$ cat config.mk
export PLATFORM = sky130hd
export DESIGN_NAME = guess_game
export DESIGN_NICKNAME = d
export VERILOG_FILES = /design/src/rtl/guess_pkg.sv /design/src/rtl/btn_sync.sv /design/src/rtl/guess_game.sv
export SDC_FILE = /design/constraint.sdc
export NUM_CORES = 1
export LEC_CHECK = 0
export CORE_ASPECT_RATIO = 1.5
export CORE_MARGIN = 1
export CORE_UTILIZATION = 51
export CTS_BUF_LIST = sky130_fd_sc_hd__clkbuf_16
export DETAILED_ROUTE_END_ITERATION = 16
export PLACE_DENSITY = 0.78
export SLEW_MARGIN = 20
export SYNTH_ARGS = -nofsm -noshare
export SYNTH_HDL_FRONTEND = slang
export SYNTH_SLANG_ARGS = --single-unit
$ cat constraint.sdc
create_clock -name CLK -period 3.4 [get_ports CLK]
set_clock_uncertainty 0.2 [all_clocks]
set_input_delay 0.51 -clock CLK [delete_from_list [all_inputs] [get_ports CLK]]
set_output_delay 0.51 -clock CLK [all_outputs]
set_load 0.05 [all_outputs]
$ cat src/rtl/guess_pkg.sv
// ============================================================================
// Module  : guess_pkg
// Brief   : Shared state encoding and sizing helpers for the LED guessing game.
// Revision: 1.0
// ============================================================================
`default_nettype none

package guess_pkg;

    localparam int STATE_W = 2;

    typedef enum logic [STATE_W-1:0] {
        IDLE = 2'd0,
        SPIN = 2'd1,
        SHOW = 2'd2
    } state_t;

    // Index width for an n-entry bar; a single LED still needs one bit.
    function automatic int idx_w(input int n);
        return (n > 1) ? $clog2(n) : 1;
    endfunction

endpackage

`default_nettype wire

$ cat src/rtl/btn_sync.sv
// ============================================================================
// Module  : btn_sync
// Brief   : Two-flop synchronizer plus registered rising-edge detect.
// Revision: 1.0
// ============================================================================
`default_nettype none

module btn_sync (
    input  logic clk,
    input  logic rst,
    input  logic btn,
    output logic press
);

    logic sync1;
    logic sync2;
    logic sync3;

    // press is registered so the FSM never sees a path straight from the pin.
    always_ff @(posedge clk) begin
        if (rst) begin
            sync1 <= 1'b0;
            sync2 <= 1'b0;
            sync3 <= 1'b0;
            press <= 1'b0;
        end else begin
            sync1 <= btn;
            sync2 <= sync1;
            sync3 <= sync2;
            press <= sync2 & ~sync3;
        end
    end

endmodule

`default_nettype wire

$ cat src/rtl/guess_game.sv
// ============================================================================
// Module  : guess_game
// Brief   : Rotating-LED guessing game: FSM, position, hold timer, score.
// Revision: 1.0
// ============================================================================
`default_nettype none

module guess_game
    import guess_pkg::*;
#(
    parameter int N_LEDS     = 8,
    parameter int HOLD_TICKS = 4,
    parameter int SCORE_W    = 8
) (
    input  logic                         CLK,
    input  logic                         RST,
    input  logic                         TICK,
    input  logic                         BTN,
    input  logic [idx_w(N_LEDS)-1:0]     TARGET,
    output logic [N_LEDS-1:0]            LED,
    output logic                         HIT,
    output logic                         MISS,
    output logic [SCORE_W-1:0]           SCORE,
    output logic [STATE_W-1:0]           STATE
);

    localparam int IDX_W  = idx_w(N_LEDS);
    localparam int HOLD_W = $clog2(HOLD_TICKS + 1);

    localparam logic [IDX_W-1:0]  POS_LAST  = IDX_W'(N_LEDS - 1);
    localparam logic [HOLD_W-1:0] HOLD_INIT = HOLD_W'(HOLD_TICKS);
    localparam logic [HOLD_W-1:0] HOLD_ONE  = HOLD_W'(1);
    localparam logic [N_LEDS-1:0] LED_ONE   = N_LEDS'(1);

    logic                 press;

    state_t               state,  state_n;
    logic [IDX_W-1:0]     pos,    pos_n;
    logic [HOLD_W-1:0]    hold,   hold_n;
    logic                 hit,    hit_n;
    logic                 miss,   miss_n;
    logic [SCORE_W-1:0]   score,  score_n;
    logic [N_LEDS-1:0]    led,    led_n;

    btn_sync u_btn_sync (
        .clk   (CLK),
        .rst   (RST),
        .btn   (BTN),
        .press (press)
    );

    always_ff @(posedge CLK) begin
        if (RST) begin
            state <= IDLE;
            pos   <= '0;
            hold  <= '0;
            hit   <= 1'b0;
            miss  <= 1'b0;
            score <= '0;
            led   <= '0;
        end else begin
            state <= state_n;
            pos   <= pos_n;
            hold  <= hold_n;
            hit   <= hit_n;
            miss  <= miss_n;
            score <= score_n;
            led   <= led_n;
        end
    end

    always_comb begin
        state_n = state;
        pos_n   = pos;
        hold_n  = hold;
        hit_n   = hit;
        miss_n  = miss;
        score_n = score;

        case (state)
            SPIN: begin
                // A press takes priority over a coincident tick and uses the
                // position currently on display. pos never exceeds N_LEDS-1,
                // so an out-of-range TARGET can never compare equal.
                if (press) begin
                    if (pos == TARGET) begin
                        hit_n = 1'b1;
                        if (score != '1) begin
                            score_n = score + 1'b1;
                        end
                    end else begin
                        miss_n = 1'b1;
                    end
                    hold_n  = HOLD_INIT;
                    state_n = SHOW;
                end else if (TICK) begin
                    pos_n = (pos == POS_LAST) ? '0 : pos + 1'b1;
                end
            end

            SHOW: begin
                if (TICK) begin
                    hold_n = hold - 1'b1;
                    if (hold == HOLD_ONE) begin
                        state_n = SPIN;
                        hit_n   = 1'b0;
                        miss_n  = 1'b0;
                    end
                end
            end

            default: begin
                state_n = IDLE;
                hit_n   = 1'b0;
                miss_n  = 1'b0;
                if (press) begin
                    state_n = SPIN;
                    pos_n   = '0;
                end
            end
        endcase
    end

    // LED image is computed from next-state values so it is registered too.
    always_comb begin
        led_n = '0;
        case (state_n)
            SPIN:    led_n = LED_ONE << pos_n;
            SHOW:    led_n = hit_n ? '1 : (LED_ONE << pos_n);
            default: led_n = '0;
        endcase
    end

    assign LED   = led;
    assign HIT   = hit;
    assign MISS  = miss;
    assign SCORE = score;
    assign STATE = state;

endmodule

`default_nettype wire

### Word-level counts from Yosys, hierarchy flattened

Index checks and enable logic that the tools add are counted.

* flip-flop bits (word level): 30
* latch bits: 0
* bits in writable memories: 0
* ROM bits: 0
* output and inout port bits: 20
* word-level logic and storage cells: 58
* memories: 0

* $add $sub $neg: 3
* multipliers: 0
* divide/modulo/power cells: 0
* magnitude comparators: 0
* equality and inequality tests: 12
* shifts and indexed selects: 1
* multiplexer cells: 25
* bitwise operators: 2
* reductions and logical operators: 4

Operators by type and width (number)
* 3-bit two-way mux: 6
* 8-bit case mux with 2 select lines: 1
* 3-bit case mux with 2 select lines: 2
* 1-bit two-way mux: 9
* 8-bit by 1-bit adder with 8-bit output (second input constant): 1
* 8-bit two-way mux: 1
* 8-bit inequality test (second input constant): 1
* 4-bit AND reduction: 2
* 1-bit by 3-bit << shifter with 8-bit output (first input constant): 1
* 2-bit two-way mux: 3
* 2-bit inequality test (second input constant): 3
* 2-bit by 1-bit equality test with 1-bit output (second input constant): 2
* 2-bit equality test (second input constant): 2
* 1-bit case mux with 2 select lines: 2
* 2-bit case mux with 2 select lines: 1
* 3-bit by 1-bit adder with 3-bit output (second input constant): 1
* 3-bit by 1-bit equality test with 1-bit output (second input constant): 1
* 3-bit equality test: 1
* 3-bit equality test (second input constant): 1
* 3-bit AND reduction: 1
* 3-bit by 1-bit subtractor with 3-bit output (second input constant): 1
* 2-bit by 1-bit inequality test with 1-bit output (second input constant): 1
* 2-bit nonzero test: 1
* 1-bit bitwise AND: 1
* 1-bit NOT: 1

### Depth between registers and ports, before layout

Gate-level depths: netlist of run 1.

* word-level depth: 8
* gate-level depth with buffers: 13
* mapped depth without buffers: 12

### Cells and area by module

From an unflattened synthesis of run 1, not the netlist that was laid out.

* cell total of the unflattened synthesis: 168
* area, all modules: 1502.7 um^2

By module, submodules not included
* guess_game: instances 1, cells an instance 160, area each 1391.3 um^2, seq. area each 520.5 um^2
* btn_sync: instances 1, cells an instance 8, area each 111.4 um^2, seq. area each 80.1 um^2

### Worst setup path before layout of run 1

OpenSTA, ideal clock, no wires.

* path kind: register to register
* start point: register state[0] (netlist: STATE[0])
* end point: register led[5] (netlist: LED[5])
* arrival: 2.641 ns
* required time: 3.113 ns
* slack: 0.472 ns
* stages on the path, launching flop included: 11
* path buffers: 0
* path through: dfxtp_1 -> ha_1 -> inv_1 -> nor2_1 -> a21oi_1 -> o21a_1 -> ha_1 -> nor2_1 -> o21ai_0 -> or2_2 -> o31ai_1

* longest elaborated chain between the ends: 5

Ends and longest elaborated chain
* from (decl): RTL line guess_game.sv:37 `state_t state, state_n;`
* from (signal assigned): RTL line guess_game.sv:62 `state <= state_n;`
* 2-bit equality test (tied with other cells): RTL line guess_game.sv:80 `case (state)`
* 3-bit case mux with 2 select lines or 2-bit two-way mux (tied branches): RTL line guess_game.sv:80, guess_game.sv:102
* 1-bit by 3-bit << shifter with 8-bit output or 2-bit case mux with 2 select lines (tied branches): RTL line guess_game.sv:128, guess_game.sv:129, guess_game.sv:80
* 8-bit two-way mux (tied with other cells): RTL line guess_game.sv:129 `SHOW: led_n = hit_n ? '1 : (LED_ONE << pos_n);`
* 8-bit case mux with 2 select lines *: RTL line guess_game.sv:127 `case (state_n)`
* to (signal assigned): RTL line guess_game.sv:68 `led <= led_n;`
* to (decl): RTL line guess_game.sv:43 `logic [N_LEDS-1:0] led, led_n;`

Mark *: on every way between the ends. The rest lies on a longest branch, timed or not.
A chain may end at the register's enable or synchronous reset.

### Final worst setup path of run 1

* start point: register state[1] (netlist: STATE[1])
* end point: register led[5] (netlist: LED[5])

The elaborated chain is that of the path after synthesis.

==> results of run 1 <==
[where the power goes]
part           leakage (nW)  internal [mW]  total (mW)  switching [mW]
combinational         0.368         0.0140      0.0295          0.0155
sequential            0.242          0.354       0.356         0.00164
clock                0.0672          0.266       0.421           0.155
total                 0.678          0.635       0.806           0.172
[final cells by class]
type / instances / share of cell area, %
Clock inverter: 3 / 0.855
Tap cell: 37 / 2.43
Inverter: 10 / 1.97
Multi-Input combinational cell: 122 / 42.1
Sequential cell: 30 / 31.6
Clock buffer: 5 / 6.57
Timing Repair Buffer: 28 / 14.5
[critical path: stages (launching register included)]
cell,delay (ps)
dfxtp_1,330
inv_1,90
ha_1,310
inv_1,160
nor2_1,280
a21oi_1,120
o21a_1,210
ha_1,300
nor2_1,150
o21ai_0,140
or2_2,360
o31ai_1,260
[metrics by stage]
stage | instances | hold WS, ps | instance area, um2 | utilization, %
after global placement | 227 | 173 | 1760 | 65.1
final | 235 | 198 | 1900 | 70.4
after CTS | 235 | 202 | 1900 | 70.4
after floorplan | 170 | 167 | 1480 | -
after detailed placement | 227 | 196 | 1760 | 65.1
after global routing | 235 | 210 | 1900 | 70.4
[path summary, 6_finish.rpt]
check,from,to,slack [ps],cells after the start
worst max-delay path,STATE[1],LED[5],390,11
worst min-delay path,u_btn_sync.sync3,u_btn_sync.press,200,1
worst max register to register,STATE[1],LED[5],390,11
worst min register to register,u_btn_sync.sync3,u_btn_sync.press,200,1
[cells in the final DEF, fill, tap and decap left out, types with 2 or more instances in the layout]
master            n
clkbuf_16         5
a32oi_1           2
and4_1            2
clkdlybuf4s50_1  26
a21oi_1           9
o21ai_0          11
nor2b_1           6
nor2_1           21
o31ai_1           4
a211o_1           2
xnor2_1           9
buf_4             2
nand2_1          13
ha_1              9
nand4b_1          2
dfxtp_1          30
inv_1             9
o21a_1            2
nor3_1            5
nor3b_1           2
nand3_1           6
a211oi_1          2
nor4_1            2
[registers in the layout, summed over array words and instances (netlist names), 2 cells and up]
register  cells
pos           3
STATE         2
hold          3
SCORE         8
LED           8
[cells by family (layout without fill, tap and decap cells)]
| kind of cell | count (synthesis) | in the layout | share of synthesized area (%) |
|---|---|---|---|
| DFF | 30 | 30 | 40.5 |
| and+or+nand+nor | 65 | 65 | 22.8 |
| adders and majority gates | 9 | 9 | 7.60 |
| buffers and inverters | 18 | 46 | 5.40 |
| muxes | 1 | 1 | 0.675 |
| xor gates and xnor gates | 9 | 9 | 5.32 |
| AOI/OAI and AO/OA | 38 | 38 | 17.7 |
[routing by layer]
layer / up-vias / part of all wire [%] / routed length (um) / GRT usage [%]
met3: 9 / 4.2 / 136 / 6.33
met4: 0 / 2.4 / 79 / 13.6
met1: 607 / 41 / 1340 / 25.3
li1: 650 / - / - / -
met2: 34 / 52 / 1710 / 42.3
met5: - / 0 / 0 / 0
==> results.yml, run 1 <==
run_status:
  outcome: "complete, no violations"
critical_path:
  path_class: "reg -> reg"
  critPathArrivalTime_ps: 2990
  endpoint_kind: "flip-flop"
  path_max_fanout: 7
  worstSetupStartpointType: "flip-flop"
  crit_required_ps: 3380
power_and_ir_drop:
  vdd_drop_max_mv: 0.358
  power.density_nw_per_um2: 424
  p_leak_nw: 0.678
  power.total_uw: 806
floorplanning:
  io_pins: 27
  fp.dieH_um: 68.0
  num_rows: 23
  die_width_um: 46.0
  core-area_um2: 2710
  die-area_um2: 3130
  start_util_pct: 54.8
synth:
  avgSynthCellArea_um2: 8.72
  yosysMostFrequentCell: "dfxtp_1"
  synth_fp_nets: 186
  synth.top_cell.area_share_pct: 40.5
  synth_flop_cell: "dfxtp_1"
  mappedNetlistArea_um2: 1480
  synthTopCellsByCount: "dfxtp_1, nor2_1, nand2_1"
  synth_seq_cells: 30
  synth_edf_count: 0
  async_flop_share_pct: 0
  yosysTopAreaCell: "dfxtp_1"
  synth_area_leaders: "dfxtp_1, ha_1, nor2_1"
  yosysWarningCount: 0
  postSynthCellCount: 170
  ys_seq_area_share_pct: 40.5
  synth_cell_types: 38
clock_tree:
  clockBufferDepth: 2
  clockRootBuffer: "clkbuf_16"
  cts_buffers: 5
  clkLatencyLatePin_ps: 280
  numClockSinks: 30
  cts.reportedPaths.clkPinSlew_ps: 50
  cts_tree: "built"
  ctsResizeCount: 0
  htreeDepth: 2
  post-cts-setup-buffer-count: 0
  holdBufCountCts: 0
sta:
  maxSlewHeadroom_pct: 65.4
  tns_ps: 0
  setup_viol_count_final: 0
  hold_viol_final: 0
  period_share_pct: 88.5
  tightest_slew_ps: 519
  rsz0062_at_grt: "false"
  layout_min_cycle_time_ps: 3010
  drv_slew: 0
  max_freq_ghz: 0.332
  setup_slack_ps: 389
placed_design:
  portBuffers: 26
  place_ws_ps: 341
  hpwl_um: 2350
  gp_congestion: 0.841
global_route:
  grt.total_usage_pct: 24.2
  grt_pass1_wl_um: 5350
  grt.overflow.total: 0
  grt_max_degree: 22
  grt_pass1_vias: 1244
  antenna_found_initial: 0
final_layout:
  multi_input_area_um2: 802
  layout.nets: 213
  area_growth_syn_to_layout_pct: 28.4
  seq_area_um2: 601
  nFillCells: 238
  n_antenna_cell: 0
  drive_gt1_share_pct: 7.58
routing:
  first_pass_iters: 4
  wirelength_um: 3270
  drc: 0
  wl_per_cell_um: 13.9
  drt-initial-drc-count: 43
  vias_per_cell: 5.53
  vias: 1300
  drtAntennaViolNets: 0
min_path:
  hp-class: "reg -> reg"
flow_run:
  max-cap-violations: 0
No activity file was read; power rests on OpenSTA's default activity.
==> run 2: changes to the inputs <==
--- a/config.mk
+++ b/config.mk
@@ -6,7 +6,6 @@
 export NUM_CORES = 1
 export LEC_CHECK = 0
 export CORE_ASPECT_RATIO = 1.5
-export CORE_MARGIN = 1
 export CORE_UTILIZATION = 51
 export CTS_BUF_LIST = sky130_fd_sc_hd__clkbuf_16
 export DETAILED_ROUTE_END_ITERATION = 16
==> constraint.sdc (replaced) <==
create_clock -name CLK -period 3.4 [get_ports CLK]
set_clock_uncertainty 0.2 [all_clocks]
set_input_delay 0.51 -clock CLK [delete_from_list [all_inputs] [get_ports CLK]]
set_output_delay 0.51 -clock CLK [all_outputs]
set_load 0.1 [all_outputs]
==> run 2 against run 1 <==
Compared with the run above: clock-buffer cell count is the same; setup slack gained 91 ps; hold slack lost 14 ps.
==> results.yml, run 2 (synthesis results as in run 1) <==
flow_run:
  max-cap-violations: 0
placed_design:
  hpwl_um: 2240
  gp_congestion: 0.852
  portBuffers: 26
clock_tree:
  holdBufCountCts: 0
  cts_tree: "built"
  cts_buffers: 5
  clockRootBuffer: "clkbuf_16"
  ctsResizeCount: 0
  htreeDepth: 2
  cts.reportedPaths.clkPinSlew_ps: 50
  numClockSinks: 30
  clockBufferDepth: 2
  clkLatencyLatePin_ps: 270
  post-cts-setup-buffer-count: 0
final_layout:
  postLayoutCoreUtil_pct: 69.1
  n_antenna_cell: 0
  nFillCells: 237
  drive_gt1_share_pct: 13.1
  area_growth_syn_to_layout_pct: 26.1
  mostFrequentLayoutCells: "dfxtp_1, nor2_1, clkdlybuf4s50_1, buf_4, nand2_1"
  layout.nets: 213
  mostFrequentLayoutCell: "dfxtp_1"
routing:
  vias_per_cell: 5.48
  drt-initial-drc-count: 28
  wirelength_um: 3050
  drc: 0
  wl_per_cell_um: 13.0
  drtAntennaViolNets: 0
  first_pass_iters: 6
  vias: 1288
global_route:
  grt.overflow.total: 0
  grt_pass1_vias: 1206
  grt_pass1_wl_um: 5090
  antenna_found_initial: 0
  grt.total_usage_pct: 22.5
  grt_max_degree: 22
sta:
  maxSlewHeadroom_pct: 35.4
  setup_viol_count_final: 0
  drv_slew: 0
  tns_ps: 0
  tightest_slew_ps: 965
  period_share_pct: 85.9
  whs_ps: 183
  rsz0062_at_grt: "false"
  max_freq_ghz: 0.343
  hold_viol_final: 0
  layout_min_cycle_time_ps: 2920
critical_path:
  path_class: "reg -> reg"
  crit_required_ps: 3380
  path_max_fanout: 7
  worstSetupStartpointType: "flip-flop"
  critPathArrivalTime_ps: 2900
  endpoint_kind: "flip-flop"
power_and_ir_drop:
  power.density_nw_per_um2: 422
  vdd_drop_max_mv: 0.387
  p_leak_nw: 0.708
floorplanning:
  core-area_um2: 2710
  fp.dieH_um: 68.0
  start_util_pct: 54.8
  io_pins: 27
  die_width_um: 46.0
  die-area_um2: 3130
  num_rows: 23
run_status:
  outcome: "complete, no violations"
min_path:
  hp-class: "reg -> reg"
## run 2: final timing paths
kind                            slack [ps]  cells past startpoint          endpoint              from
worst min-delay path                   180                      1  u_btn_sync.press  u_btn_sync.sync3
worst max-delay path                   480                     11            LED[5]          STATE[1]
worst max register to register         480                     11            LED[5]          STATE[1]
worst min register to register         180                      1  u_btn_sync.press  u_btn_sync.sync3
## run 2: layout make-up
cell class,instances,area (um2),area share [%]
Clock inverter,3,12.5,0.669
Inverter,10,37.5,2.01
Clock buffer,5,125,6.69
Multi-Input combinational cell,122,802,42.9
Timing Repair Buffer,28,245,13.1
Tap cell,37,46.3,2.48
Sequential cell,30,601,32.1
## run 2: where the power goes
group          internal (mW)  switching, mW  leakage [nW]
combinational         0.0139         0.0163         0.393
clock                  0.263          0.140        0.0724
sequential             0.355        0.00181         0.242
total                  0.632          0.158         0.708
## run 2: metal layers
metal	wire length [um]	vias to the layer above	GRT usage [%]
met5	0	-	0
met4	90	0	12.1
met3	113	11	5.54
met2	1610	30	39.1
met1	1240	597	24.0
li1	-	650	-
## run 2: metrics by stage
stage	instances	cell area, um2	setup slack (ps)	power, mW
2_1_floorplan	170	1480	83.9	0.381
3_3_place_gp	227	1730	523	0.393
3_5_place_dp	227	1730	418	0.393
4_1_cts	235	1870	514	0.798
5_1_grt	235	1870	188	0.813
6_report	235	1870	481	0.790
## run 2: critical path, cell delays in order (launching register included)
cell and delay, ps:
dfxtp_1 330, inv_1 90, ha_1 300, inv_1 160, nor2_1 290, a21oi_1 120, o21a_1 220, ha_1 300
nor2_1 130, o21ai_0 120, or2_2 340, o31ai_1 220
==> run 3: changes to the inputs <==
--- a/config.mk
+++ b/config.mk
@@ -9,7 +9,7 @@
 export CORE_UTILIZATION = 51
 export CTS_BUF_LIST = sky130_fd_sc_hd__clkbuf_16
 export DETAILED_ROUTE_END_ITERATION = 16
-export PLACE_DENSITY = 0.78
+export PLACE_DENSITY_LB_ADDON = 0.3
 export SLEW_MARGIN = 20
 export SYNTH_ARGS = -nofsm -noshare
 export SYNTH_HDL_FRONTEND = slang
==> run 3 against run 2 <==
Compared with the run above: utilization increased by 1.0 points; final area increased by 1.5%; power increased by 11%; clock-buffer cell count unchanged; non-clock buffer count unchanged; combinational power increased by 2%; critical path type unchanged; sequential power about the same; maximum frequency increased by 0.18%; setup slack improved by 5.3 ps; via count increased by 0.39%; wire length increased by 8.2%; sequential cell count unchanged.
==> results.yml, run 3 (synthesis results as in run 1) <==
global_route:
  grt_max_degree: 22
  grt_pass1_vias: 1297
  grt.overflow.total: 0
  grt_pass1_wl_um: 5540
  antenna_found_initial: 0
  grt.total_usage_pct: 25.0
clock_tree:
  htreeDepth: 2
  holdBufCountCts: 0
  cts_tree: "built"
  ctsResizeCount: 0
  numClockSinks: 30
  clockBufferDepth: 2
  cts.reportedPaths.clkPinSlew_ps: 50
  post-cts-setup-buffer-count: 0
  clockRootBuffer: "clkbuf_16"
  cts_buffers: 5
  clkLatencyLatePin_ps: 270
sta:
  tns_ps: 0
  maxSlewHeadroom_pct: 35.4
  max_freq_ghz: 0.343
  whs_ps: 179
  rsz0062_at_grt: "false"
  setup_viol_count_final: 0
  drv_slew: 0
  hold_viol_final: 0
  period_share_pct: 85.7
  tightest_slew_ps: 967
  layout_min_cycle_time_ps: 2910
  setup_slack_ps: 486
final_layout:
  seq_area_um2: 601
  mostFrequentLayoutCell: "dfxtp_1"
  layout.nets: 213
  design_area_um2: 1900
  mostFrequentLayoutCells: "dfxtp_1, nor2_1, clkdlybuf4s50_1, buf_4, nand2_1"
  area_growth_syn_to_layout_pct: 27.9
  multi_input_area_um2: 802
  n_antenna_cell: 0
  drive_gt1_share_pct: 14.1
  postLayoutCoreUtil_pct: 70.1
  nFillCells: 230
  fin_cells: 235
routing:
  wirelength_um: 3300
  vias_per_cell: 5.50
  first_pass_iters: 5
  drt-initial-drc-count: 41
  drtAntennaViolNets: 0
  wl_per_cell_um: 14.1
  vias: 1293
  drc: 0
critical_path:
  worstSetupStartpointType: "flip-flop"
  slowest_delay_ps: 340
  cp_slowest_cell: "or2_2"
  critPathTopFamily: "simple AND/OR/NAND/NOR gates"
  path_max_fanout: 7
  crit_required_ps: 3380
  path_class: "reg -> reg"
  worstPathBufferInverterCount: 2
  path_cells: "inv_1 > ha_1 > inv_1 > nor2_1 > a21oi_1 > o21a_1 > ha_1 > nor2_1 > o21ai_0 > or2_2 > o31ai_1"
  critPathArrivalTime_ps: 2890
  endpoint_kind: "flip-flop"
placed_design:
  hpwl_um: 2270
  place_ws_ps: 388
  gp_congestion: 0.847
  dpl_cell_area_um2: 1730
  portBuffers: 26
  dpl.cell_count: 227
floorplanning:
  die-area_um2: 3130
  die_width_um: 46.0
  num_rows: 23
  core-area_um2: 2710
  fp.dieH_um: 68.0
  start_util_pct: 54.8
  io_pins: 27
power_and_ir_drop:
  seq_power_share_pct: 40.6
  p_comb_share_pct: 3.5
  internal_power_uw: 710
  power.total_uw: 878
  p_leak_nw: 0.719
  switching_power_uw: 168
  clock_power_share_pct: 55.9
  vdd_drop_max_mv: 0.377
  swShare_pct: 19.1
  power.density_nw_per_um2: 463
run_status:
  outcome: "complete, no violations"
min_path:
  hp-class: "reg -> reg"
flow_run:
  max-cap-violations: 0
[run 3: final cells by class]
type	instances	share of cell area, %
Sequential cell	30	31.7
Clock buffer	5	6.60
Inverter	10	1.98
Tap cell	37	2.44
Timing Repair Buffer	28	12.9
Multi-Input combinational cell	122	42.3
Clock inverter	3	2.11
[run 3: worst paths after layout]
kind / startpoint / end / slack (ps) / cells past startpoint
max: STATE[1] / LED[6] / 490 / 11
min: u_btn_sync.sync3 / u_btn_sync.press / 180 / 1
max reg2reg: STATE[1] / LED[6] / 490 / 11
min reg2reg: u_btn_sync.sync3 / u_btn_sync.press / 180 / 1
[run 3: metal layers]
layer	part of all wire (%)	wire length, um	track usage [%]	vias to the layer above
li1	-	-	-	646
met1	40	1340	25.6	592
met2	53	1740	44.0	44
met3	3.5	114	6.33	11
met4	3.3	109	14.7	0
met5	0	0	0	-
[run 3: power groups by stage]
stage                     combinational [mW]  sequential (mW)  clock, mW
after global placement                0.0295            0.363          0
after floorplan                       0.0175            0.364          0
after detailed placement              0.0300            0.363          0
after global routing                  0.0335            0.356      0.514
final                                 0.0310            0.356      0.491
after CTS                             0.0310            0.356      0.496
[run 3: worst reg2reg max path, stage by stage (launching register included)]
cell	delay, ps
dfxtp_1	330
inv_1	90
ha_1	300
inv_1	150
nor2_1	300
a21oi_1	120
o21a_1	210
ha_1	300
nor2_1	130
o21ai_0	120
or2_2	340
o31ai_1	220
